--- src/rtl/program_loader.sv ---
// rtl/program_loader.sv - program load / run sequencer for the 8-bit processor
//
// Purpose: takes bytes from the switches one `enter` press at a time, writes
// them to consecutive RAM addresses, holds the processor in reset while
// loading, then releases it to run and parks/restarts it around `halt`.
//
// Ports:
//   clk_i          system clock, rising edge
//   reset_ni       asynchronous active-low reset
//   init_i         level; a rising edge (re)starts a load session
//   enter_i        raw push-button, asynchronous to clk_i
//   done_i         marks an enter press as end of program
//   in_i           byte from switches
//   halt_i         processor halted flag from the CU
//   mem_addr_o     RAM write address
//   mem_data_o     RAM write data
//   mem_wr_o       RAM write strobe, one cycle per byte
//   cpu_reset_n_o  active-low processor hold (0 = held)
//   load_count_o   bytes written this session (0..2^ADDR_W)
//   state_o        FSM state code for debug LEDs
module program_loader #(
  parameter int unsigned ADDR_W = 5,
  parameter int unsigned DATA_W = 8
) (
  input  logic              clk_i,
  input  logic              reset_ni,
  input  logic              init_i,
  input  logic              enter_i,
  input  logic              done_i,
  input  logic [DATA_W-1:0] in_i,
  input  logic              halt_i,
  output logic [ADDR_W-1:0] mem_addr_o,
  output logic [DATA_W-1:0] mem_data_o,
  output logic              mem_wr_o,
  output logic              cpu_reset_n_o,
  output logic [ADDR_W:0]   load_count_o,
  output logic [2:0]        state_o
);

  typedef enum logic [2:0] {
    S_IDLE    = 3'd0,
    S_LOAD    = 3'd1,
    S_WRITE   = 3'd2,
    S_RUN     = 3'd3,
    S_HALTED  = 3'd4,
    S_RESTART = 3'd5
  } state_e;

  // Count value meaning "RAM full": 2^ADDR_W.
  localparam logic [ADDR_W:0] FULL_COUNT = {1'b1, {ADDR_W{1'b0}}};

  state_e              state_q;
  logic [ADDR_W-1:0]   addr_q;
  logic [DATA_W-1:0]   data_q;
  logic                mem_wr_q;
  logic                cpu_reset_n_q;
  logic [ADDR_W:0]     count_q;

  logic                enter_s1_q;
  logic                enter_s2_q;
  logic                enter_prev_q;
  logic                init_r_q;
  logic                init_prev_q;

  logic                press;
  logic                init_rise;
  logic [ADDR_W:0]     count_inc;

  // enter: 2-FF synchronizer plus one edge register. init is registered once
  // and then edge-detected against its own delayed copy, so both inputs are
  // only ever looked at through flops.
  always_ff @(posedge clk_i or negedge reset_ni) begin
    if (!reset_ni) begin
      enter_s1_q   <= 1'b0;
      enter_s2_q   <= 1'b0;
      enter_prev_q <= 1'b0;
      init_r_q     <= 1'b0;
      init_prev_q  <= 1'b0;
    end else begin
      enter_s1_q   <= enter_i;
      enter_s2_q   <= enter_s1_q;
      enter_prev_q <= enter_s2_q;
      init_r_q     <= init_i;
      init_prev_q  <= init_r_q;
    end
  end

  assign press     = enter_s2_q & ~enter_prev_q;
  assign init_rise = init_r_q & ~init_prev_q;
  assign count_inc = count_q + (ADDR_W+1)'(1);

  // Single FSM block; every output is a register updated alongside the state.
  always_ff @(posedge clk_i or negedge reset_ni) begin
    if (!reset_ni) begin
      state_q       <= S_IDLE;
      addr_q        <= '0;
      data_q        <= '0;
      mem_wr_q      <= 1'b0;
      cpu_reset_n_q <= 1'b0;
      count_q       <= '0;
    end else begin
      mem_wr_q <= 1'b0;
      if (init_rise) begin
        // Restart a session from any state; a coincident press is dropped.
        state_q       <= S_LOAD;
        addr_q        <= '0;
        count_q       <= '0;
        cpu_reset_n_q <= 1'b0;
      end else begin
        case (state_q)
          S_IDLE: begin
            cpu_reset_n_q <= 1'b0;
          end
          S_LOAD: begin
            if (press) begin
              if (done_i) begin
                state_q       <= S_RUN;
                cpu_reset_n_q <= 1'b1;
              end else begin
                state_q  <= S_WRITE;
                data_q   <= in_i;
                mem_wr_q <= 1'b1;
              end
            end
          end
          S_WRITE: begin
            // addr_q wraps naturally at 2^ADDR_W; count_q has one extra bit.
            addr_q  <= addr_q + ADDR_W'(1);
            count_q <= count_inc;
            if (count_inc == FULL_COUNT) begin
              state_q       <= S_RUN;
              cpu_reset_n_q <= 1'b1;
            end else begin
              state_q <= S_LOAD;
            end
          end
          S_RUN: begin
            if (halt_i) begin
              state_q <= S_HALTED;
            end
          end
          S_HALTED: begin
            if (press) begin
              state_q       <= S_RESTART;
              cpu_reset_n_q <= 1'b0;
            end
          end
          S_RESTART: begin
            state_q       <= S_RUN;
            cpu_reset_n_q <= 1'b1;
          end
          default: begin
            state_q       <= S_IDLE;
            cpu_reset_n_q <= 1'b0;
          end
        endcase
      end
    end
  end

  assign mem_addr_o    = addr_q;
  assign mem_data_o    = data_q;
  assign mem_wr_o      = mem_wr_q;
  assign cpu_reset_n_o = cpu_reset_n_q;
  assign load_count_o  = count_q;
  assign state_o       = state_q;

endmodule
--- config.mk ---
export PLATFORM = sky130hd
export DESIGN_NAME = program_loader
export DESIGN_NICKNAME = d
export VERILOG_FILES = /design/src/rtl/program_loader.sv
export SDC_FILE = /design/constraint.sdc
export NUM_CORES = 1
export LEC_CHECK = 0
export ABC_AREA = 0
export ABC_CLOCK_PERIOD_IN_PS = 2900
export CORE_MARGIN = 1
export CORE_UTILIZATION = 50
export DETAILED_ROUTE_END_ITERATION = 16
export GPL_TIMING_DRIVEN = 0
export PLACE_DENSITY = 0.83
export SETUP_SLACK_MARGIN = 0.02
export SLEW_MARGIN = 20
export SYNTH_ARGS = -nofsm -noshare
export SYNTH_HDL_FRONTEND = slang
export SYNTH_SLANG_ARGS = --single-unit
--- constraint.sdc ---
create_clock -name clk_i -period 2.9 [get_ports clk_i]
set_clock_uncertainty 0.1 [all_clocks]
set_input_delay 0.58 -clock clk_i [delete_from_list [all_inputs] [get_ports clk_i]]
set_output_delay 0.58 -clock clk_i [all_outputs]
set_load 0.05 [all_outputs]
# After elaboration in Yosys (flattened, before gate mapping)
# Cells that the tools add are included.
[classes]
add_sub_neg = 2
n_eq_ne = 13
muxes = 21
bitwise = 6
n_reduce_logical = 5
[ops]
columns = ["cell", "n"]
rows = [
  ["case mux 3 bit (6 select lines)", 1],
  ["!= test 3 bit, second input constant", 5],
  ["two-way mux 3 bit", 4],
  ["two-way mux 6 bit", 2],
  ["two-way mux 1 bit", 10],
  ["two-way mux 5 bit", 2],
  ["AND reduction 4 bit", 2],
  ["adder 6 x 1 -> 6 bit, second input constant", 1],
  ["== test 3 x 2 -> 1 bit, second input constant", 2],
  ["== test 3 bit, second input constant", 2],
  ["== test 6 bit, second input constant", 1],
  ["adder 5 x 1 -> 5 bit, second input constant", 1],
  ["case mux 1 bit (5 select lines)", 1],
  ["AND reduction 5 bit", 1],
  ["!= test 2 bit, second input constant", 2],
  ["NOT 1 bit", 4],
  ["== test 3 x 1 -> 1 bit, second input constant", 1],
  ["zero test 3 bit", 1],
  ["AND 1 bit", 2],
  ["two-way mux 2 bit", 1],
  ["nonzero test 2 bit", 1],
]
[totals]
reg_bits = 29
output_inout_bits = 24
word_cells = 58

# Longest topological paths before layout
# Gate-level depths: netlist of run 1.
[logic_depth]
ltp_word = 5
mapped_depth = 6
depth_no_buf = 6

# Worst setup path after synthesis of run 1
# No wires, ideal clock.
[synth_timing]
path_type = "register to register"
from = "register state_q[1], in the netlist state_o[1]"
to = "register state_q[1], in the netlist state_o[1]"
setup_ns = 0.095
arrival_time_ns = 1.751
required_time_ns = 2.705
setup_slack_ns = 0.953
path_stages_with_launch = 6
path_buffers = 0
period_less_slack_ns = 1.947
cell_sequence = "dfrtp_1 inv_1 ha_1 o31ai_1 nand2_1 o31ai_1"
[synth_via]
elab_chain_len = 3
[synth_lines]
columns = ["item", "line", "rtl"]
rows = [
  ["from (decl)", "52", "state_e state_q;"],
  ["from (signal assigned)", "95", "state_q <= S_IDLE;"],
  ["from (signal assigned)", "105", "state_q <= S_LOAD;"],
  ["from (signal assigned)", "117", "state_q <= S_RUN;"],
  ["== test 3 bit (tied with other cells)", "110", "case (state_q)"],
  ["case mux 3 bit (6 select lines) (tied with other cells)", "110", ""],
  ["two-way mux 3 bit or AND reduction 4 bit (tied branches)", "-", ""],
]
# Several ways; a longest one is shown, not always the timed one.
# A chain may end at the register's enable or synchronous reset.

# Final worst setup path of run 1
[layout_timing]
from = "register count_q[4], in the netlist load_count_o[4]"
to = "output port load_count_o[4]"
[layout_lines]
columns = ["item", "line", "rtl"]
rows = [
  ["from (decl)", "57", "logic [ADDR_W:0] count_q;"],
  ["from (signal assigned)", "129", "count_q <= count_inc;"],
  ["to (decl)", "36", "output logic [ADDR_W:0] load_count_o,"],
]
# No word-level cell between the ends.

==> results of run 1 <==
==> per-stage QoR <==
| stage | power, W | std cells | hold slack, ns |
|---|---|---|---|
| after detailed placement | 0.001310 | 191 | 0.2530 |
| final | 0.001659 | 199 | 0.1484 |
| after global placement | 0.001289 | 191 | 0.2320 |
| after floorplan | 0.001063 | 124 | 0.1844 |
| after global routing | 0.001733 | 199 | 0.1865 |
| after CTS | 0.001672 | 199 | 0.1667 |
==> final cells by class <==
cell class              instances  area share
plain buffers                   8     0.02400
clock buffers                   6     0.02733
clock inverters                 2     0.02000
inverters                       3    0.006000
multi-input cells              84      0.3213
flip-flops and latches         29      0.3867
well taps                      30     0.02000
repair buffers                 37      0.1947
==> where the power goes <==
part           switching [W]  leakage (nW)  internal (W)
logic               0.000477         0.365      0.000276
clock network       0.000151        0.0445      0.000205
registers          0.0000603         0.370      0.000490
==> how the worst max path moves through the flow <==
stage	cells past startpoint	end	slack, ns
finish	1	load_count_o[4]	0.61
global route	1	load_count_o[2]	0.54
CTS	1	load_count_o[2]	0.59
detailed placement	3	mem_data_o[3]	0.75
global placement	1	load_count_o[5]	0.76
floorplan	5	state_o[1]	0.95
==> layout by cell type, fill, tap and decap left out, types with 2 or more instances in the layout <==
| cell type | instances |
|---|---|
| nand2_1 | 7 |
| dfrtp_1 | 29 |
| buf_2 | 7 |
| o31ai_1 | 4 |
| nor3_4 | 2 |
| nand4_1 | 4 |
| clkbuf_4 | 5 |
| xor2_1 | 6 |
| nor2_1 | 17 |
| ha_1 | 3 |
| o21ai_0 | 4 |
| a21oi_1 | 3 |
| a32oi_1 | 2 |
| mux2i_1 | 3 |
| xnor2_1 | 2 |
| nor3_1 | 4 |
| mux2_2 | 7 |
| inv_1 | 3 |
| clkdlybuf4s50_1 | 36 |
| nand3_1 | 2 |
==> sequential cells by signal (all words and copies together), names as in the netlist <==
register / count
mem_data_o: 8
load_count_o: 6
mem_addr_o: 5
state_o: 3
cpu_reset_n_o: 1
enter_prev_q: 1
enter_s1_q: 1
enter_s2_q: 1
init_prev_q: 1
init_r_q: 1
mem_wr_o: 1
==> cells by family after synthesis <==
logic type,Yosys count
AOI/OAI and AO/OA,20
xor gates and xnor gates,8
adders and majority gates,3
buffers and inverters,11
DFF,29
muxes,11
and+or+nand+nor,42
==> metal layers <==
metal | GRT usage | vias up | routed length, um
li1 | - | 527 | -
met1 | 0.2901 | 538 | 1265
met2 | 0.3494 | 44 | 1421
met3 | 0.09722 | 6 | 189
met4 | 0.09829 | 0 | 44
met5 | 0 | - | 0
==> out/metrics.yaml, run 1 <==
synthCells: 124
hold_violations: 0
reg2reg_to: "state_o[1]"
reg2reg_depth: 5
synthMuxAreaShare: 0.08672
post-route-util: 0.7375
cts_tree: "built"
gr-total-overflow: 0
avgSynthCellArea_um2: 11.17
worst_pin_slew_ns: 0.6225
initial_utilization: 0.5442
cpPeakStageDelay_ns: 0.83
finalSetupViolCount: 0
die_area_um2: 2984
drive_gt1_frac: 0.1598
critPathMaxFanout: 4
post-route-period-util: 0.7902
synth_commonest_cells: "dfrtp_1 (29), nor2_1 (17), mux2_2 (7), nand2_1 (7)"
cp_data_required_time_ns: 2.22
grt_pass1_vias: 1035
synth-compound-area-share: 0.1003
hold_class: "input pin to asynchronous set/reset pin"
dpl.hpwl_um: 2051
status: "finished, final reports clean"
synthFlopType: "dfrtp_1"
crit_family: "buffers and inverters"
core_area_um2: 2545
yosysTopAreaCell: "dfrtp_1"
path_clk_slew_ns: 0.10
yosys.cell_types.count: 34
crit_start: "load_count_o[4]"
drtIter0Drc: 28
drc: 0
r2r_slack_ns: 1.09
io_buffers: 37
htree_levels: 2
num-fill-cells: 188
ys_ff_latch: 29
synth-simple-area-share: 0.1707
synth_top_family_by_area: "simple AND/OR/NAND/NOR gates"
start_kind: "flip-flop"
postRouteAntennaNets: 0
gp_congestion: 0.8251
crit_chain: "clkdlybuf4s50_1"
n_antenna_cell: 0
fmax_mhz: 436.4
wl_per_cell_um: 14.68
synth.top_cell.area_share: 0.5239
synth_xor_area_frac: 0.05059
vias_per_cell: 5.603
antenna_found_initial: 0
register_area_um2: 725.7
drv_slew: 0
placed_area_um2: 1788
leakagePower_nw: 0.7800
multiInputGateArea_um2: 603.1
die_width_um: 54.63
maxSlewHeadroom: 0.5850
grt_max_degree: 30
stdcell_area_um2: 1877
period_needed_ns: 2.292
cts-root-buf: "clkbuf_4"
cts_buffers: 5
syn_to_final_growth_pct: 35.50
setup_slack_ns: 0.6085
synth_seq_area_share: 0.5239
rows: 18
grt_setup_unrepaired: "false"
ir_drop_mv: 0.9614
slowest_stage: "clkdlybuf4s50_1"
worstReg2RegStart: "state_o[1]"
nNetsFinal: 185
async_flop_share: 1.000
hold_buffers: 0
grt_pass1_wl_um: 4623
postRouteWirelength_um: 2921
grt_use_total: 0.2319
vias: 1115
path_class: "flip-flop to output port"
fin_setup_tns_ns: 0
crit_path_end_kind: "output port"
clock_latency_ns: 0.33
arrival_ns: 1.61
syn_nets: 141
ioPinCount: 38
powerDensity_nw_per_um2: 883.7
synth_area_um2: 1385
die_h_um: 54.63
yosysMostFrequentCell: "dfrtp_1"
max_cap_viol_count: 0
crit_buf_inv: 1
post_cts_resize_count: 0
synthAdderAreaFrac: 0.02710
first_pass_iters: 4
post_cts.repair.setup_buffers: 0
clock_path_buffers: 2
ys_warn_count: 0
synth_area_leaders: "dfrtp_1 (52%), mux2_2 (5.7%), nor2_1 (4.6%)"
cts.sinks: 29
synth_edf_count: 0
post-place-ws_ns: 0.7480
Note: power is estimated with default switching activity, not from simulation.
==> run 2, diff against run 1 <==
--- a/config.mk
+++ b/config.mk
@@ -6,12 +6,12 @@
 export NUM_CORES = 1
 export LEC_CHECK = 0
 export ABC_AREA = 0
-export ABC_CLOCK_PERIOD_IN_PS = 2900
+export ABC_CLOCK_PERIOD_IN_PS = 1900
 export CORE_MARGIN = 1
-export CORE_UTILIZATION = 50
+export CORE_UTILIZATION = 42
 export DETAILED_ROUTE_END_ITERATION = 16
 export GPL_TIMING_DRIVEN = 0
-export PLACE_DENSITY = 0.83
+export PLACE_DENSITY = 0.74
 export SETUP_SLACK_MARGIN = 0.02
 export SLEW_MARGIN = 20
 export SYNTH_ARGS = -nofsm -noshare
==> constraint.sdc (replaced) <==
create_clock -name clk_i -period 1.9 [get_ports clk_i]
set_clock_uncertainty 0.1 [all_clocks]
set_input_delay 0.38 -clock clk_i [delete_from_list [all_inputs] [get_ports clk_i]]
set_output_delay 0.38 -clock clk_i [all_outputs]
set_load 0.05 [all_outputs]
==> run 2 against run 1 <==
Compared with the run above:
- sequential share of layout area grew 0.55 points
- cell area shrank 1.1%
- first-iteration DRC count grew 140%
- register-to-register slack lost 0.96 ns
- critical path depth did not move
- flip-flop and latch count unchanged
- combinational power rose by 41%
==> out/metrics.yaml, run 2 (synthesis results as in run 1) <==
status: "finished, final reports clean"
start_kind: "flip-flop"
arrival_ns: 1.30
gr-total-overflow: 0
grt_max_degree: 30
initial_utilization: 0.4464
die_area_um2: 3531
hold_violations: 0
vias_per_cell: 5.056
crit_chain: "clkdlybuf4s15_1"
die_width_um: 59.43
io_buffers: 37
syn_to_final_growth_pct: 34.06
crit_family: "buffers and inverters"
drtIter0Drc: 67
clock_latency_ns: 0.32
finalSetupViolCount: 0
ioPinCount: 38
largest_reg_flops: 8
drive_gt1_frac: 0.1706
die_h_um: 59.43
slowest_stage: "clkdlybuf4s15_1"
post-route-period-util: 0.9390
clock_path_buffers: 2
grt_setup_unrepaired: "false"
path_clk_slew_ns: 0.10
max_cap_viol_count: 0
cp_data_required_time_ns: 1.42
htree_levels: 2
antenna_found_initial: 0
cts-root-buf: "clkbuf_4"
num-fill-cells: 284
nNetsFinal: 186
grt_pass1_wl_um: 4719
crit_buf_inv: 1
crit_path_end_kind: "output port"
wl_per_cell_um: 12.53
register_area_um2: 728.2
cts_tree: "built"
postRouteWirelength_um: 2681
gp_congestion: 0.8795
placed_area_um2: 1808
grt_use_total: 0.1833
hold_class: "flip-flop to flip-flop"
final_cell_mix: "dfrtp_1 (27), dlygate4sd2_1 (23), nor2_1 (17), clkdlybuf4s50_1 (12)"
stdcell_area_um2: 1857
n_antenna_cell: 0
drc: 0
critPathMaxFanout: 6
core_area_um2: 3103
postRouteAntennaNets: 0
powerDensity_nw_per_um2: 1232
mostFrequentLayoutCell: "dfrtp_1"
rows: 20
leakagePower_nw: 0.8519
power_w: 0.002287
ir_drop_mv: 0.7919
r2r_slack_ns: 0.13
fmax_mhz: 560.5
cpPeakStageDelay_ns: 0.53
cts.sinks: 29
vias: 1082
cts_buffers: 5
dpl.hpwl_um: 1936
drv_slew: 0
first_pass_iters: 4
path_class: "flip-flop to output port"
worst_pin_slew_ns: 0.6170
maxSlewHeadroom: 0.5887
post_cts.repair.setup_buffers: 0
multiInputGateArea_um2: 603.1
period_needed_ns: 1.784
grt_pass1_vias: 1105
## run 2: changes by cell type in the layout (fill, tap and decap cells not counted), moves of 2 or more
cell / change
clkdlybuf4s50_1: -24
dfrtp_1: -2
dlygate4sd2_1: +23
dfrtp_2: +2
## run 2: layer usage
metal / part of all wire / up-vias / track usage
met3: 0.044 / 2 / 0.05895
met4: 0.0097 / 0 / 0.08503
met1: 0.45 / 523 / 0.2093
met5: 0 / - / 0
li1: - / 530 / -
met2: 0.50 / 27 / 0.3098
## run 2: area by class of cell
type                            instances  share of cell area
Tap cell                               44             0.02965
Sequential cell                        29              0.3922
Inverter                                3            0.006065
Timing Repair Buffer                   38              0.1867
Buffer                                  8             0.02561
Multi-Input combinational cell         84              0.3248
Clock buffer                            6             0.02763
Clock inverter                          2            0.007412
## run 2: per-stage QoR
step                      worst slack (ns)  setup TNS (ns)  hold WS, ns    util  std cells
after floorplan                    0.02904               0     -0.01559       -        124
after global placement             -0.1690          -2.537       0.2328  0.5843        205
after detailed placement          -0.04884         -0.3249       0.2370  0.5827        205
after CTS                          0.07354               0       0.2531  0.5972        214
after global routing               0.02725               0       0.2808  0.5984        214
final                               0.1160               0       0.2544  0.5984        214
## run 2: worst paths after layout
check | startpoint | cells after the start | end
min in group asynchronous | reset_ni | 2 | state_o[2]
worst max-delay path | load_count_o[2] | 1 | load_count_o[2]
worst max register to register | state_o[1] | 5 | state_o[1]
worst min register to register | enter_s1_q | 0 | enter_s2_q
worst min-delay path | enter_s1_q | 0 | enter_s2_q
max in group asynchronous | reset_ni | 2 | state_o[1]
## run 2: where the power goes
| group | switching, W | internal [W] | total (W) |
|---|---|---|---|
| clock | 0.000217 | 0.000180 | 0.000397 |
| sequential | 0.0000825 | 0.000751 | 0.000833 |
| combinational | 0.000725 | 0.000332 | 0.00106 |
| total | 0.00102 | 0.00126 | 0.00229 |
## run 2: repair_timing
| action | 4_1_cts | 5_1_grt |
|---|---|---|
| pin swaps | 0 | 1 |
| endpoints found under the hold margin | 29 | 0 |
| hold buffers | 1 | 0 |
| endpoints found under the setup margin | 24 | 10 |
| gates resized for setup | 24 | 2 |
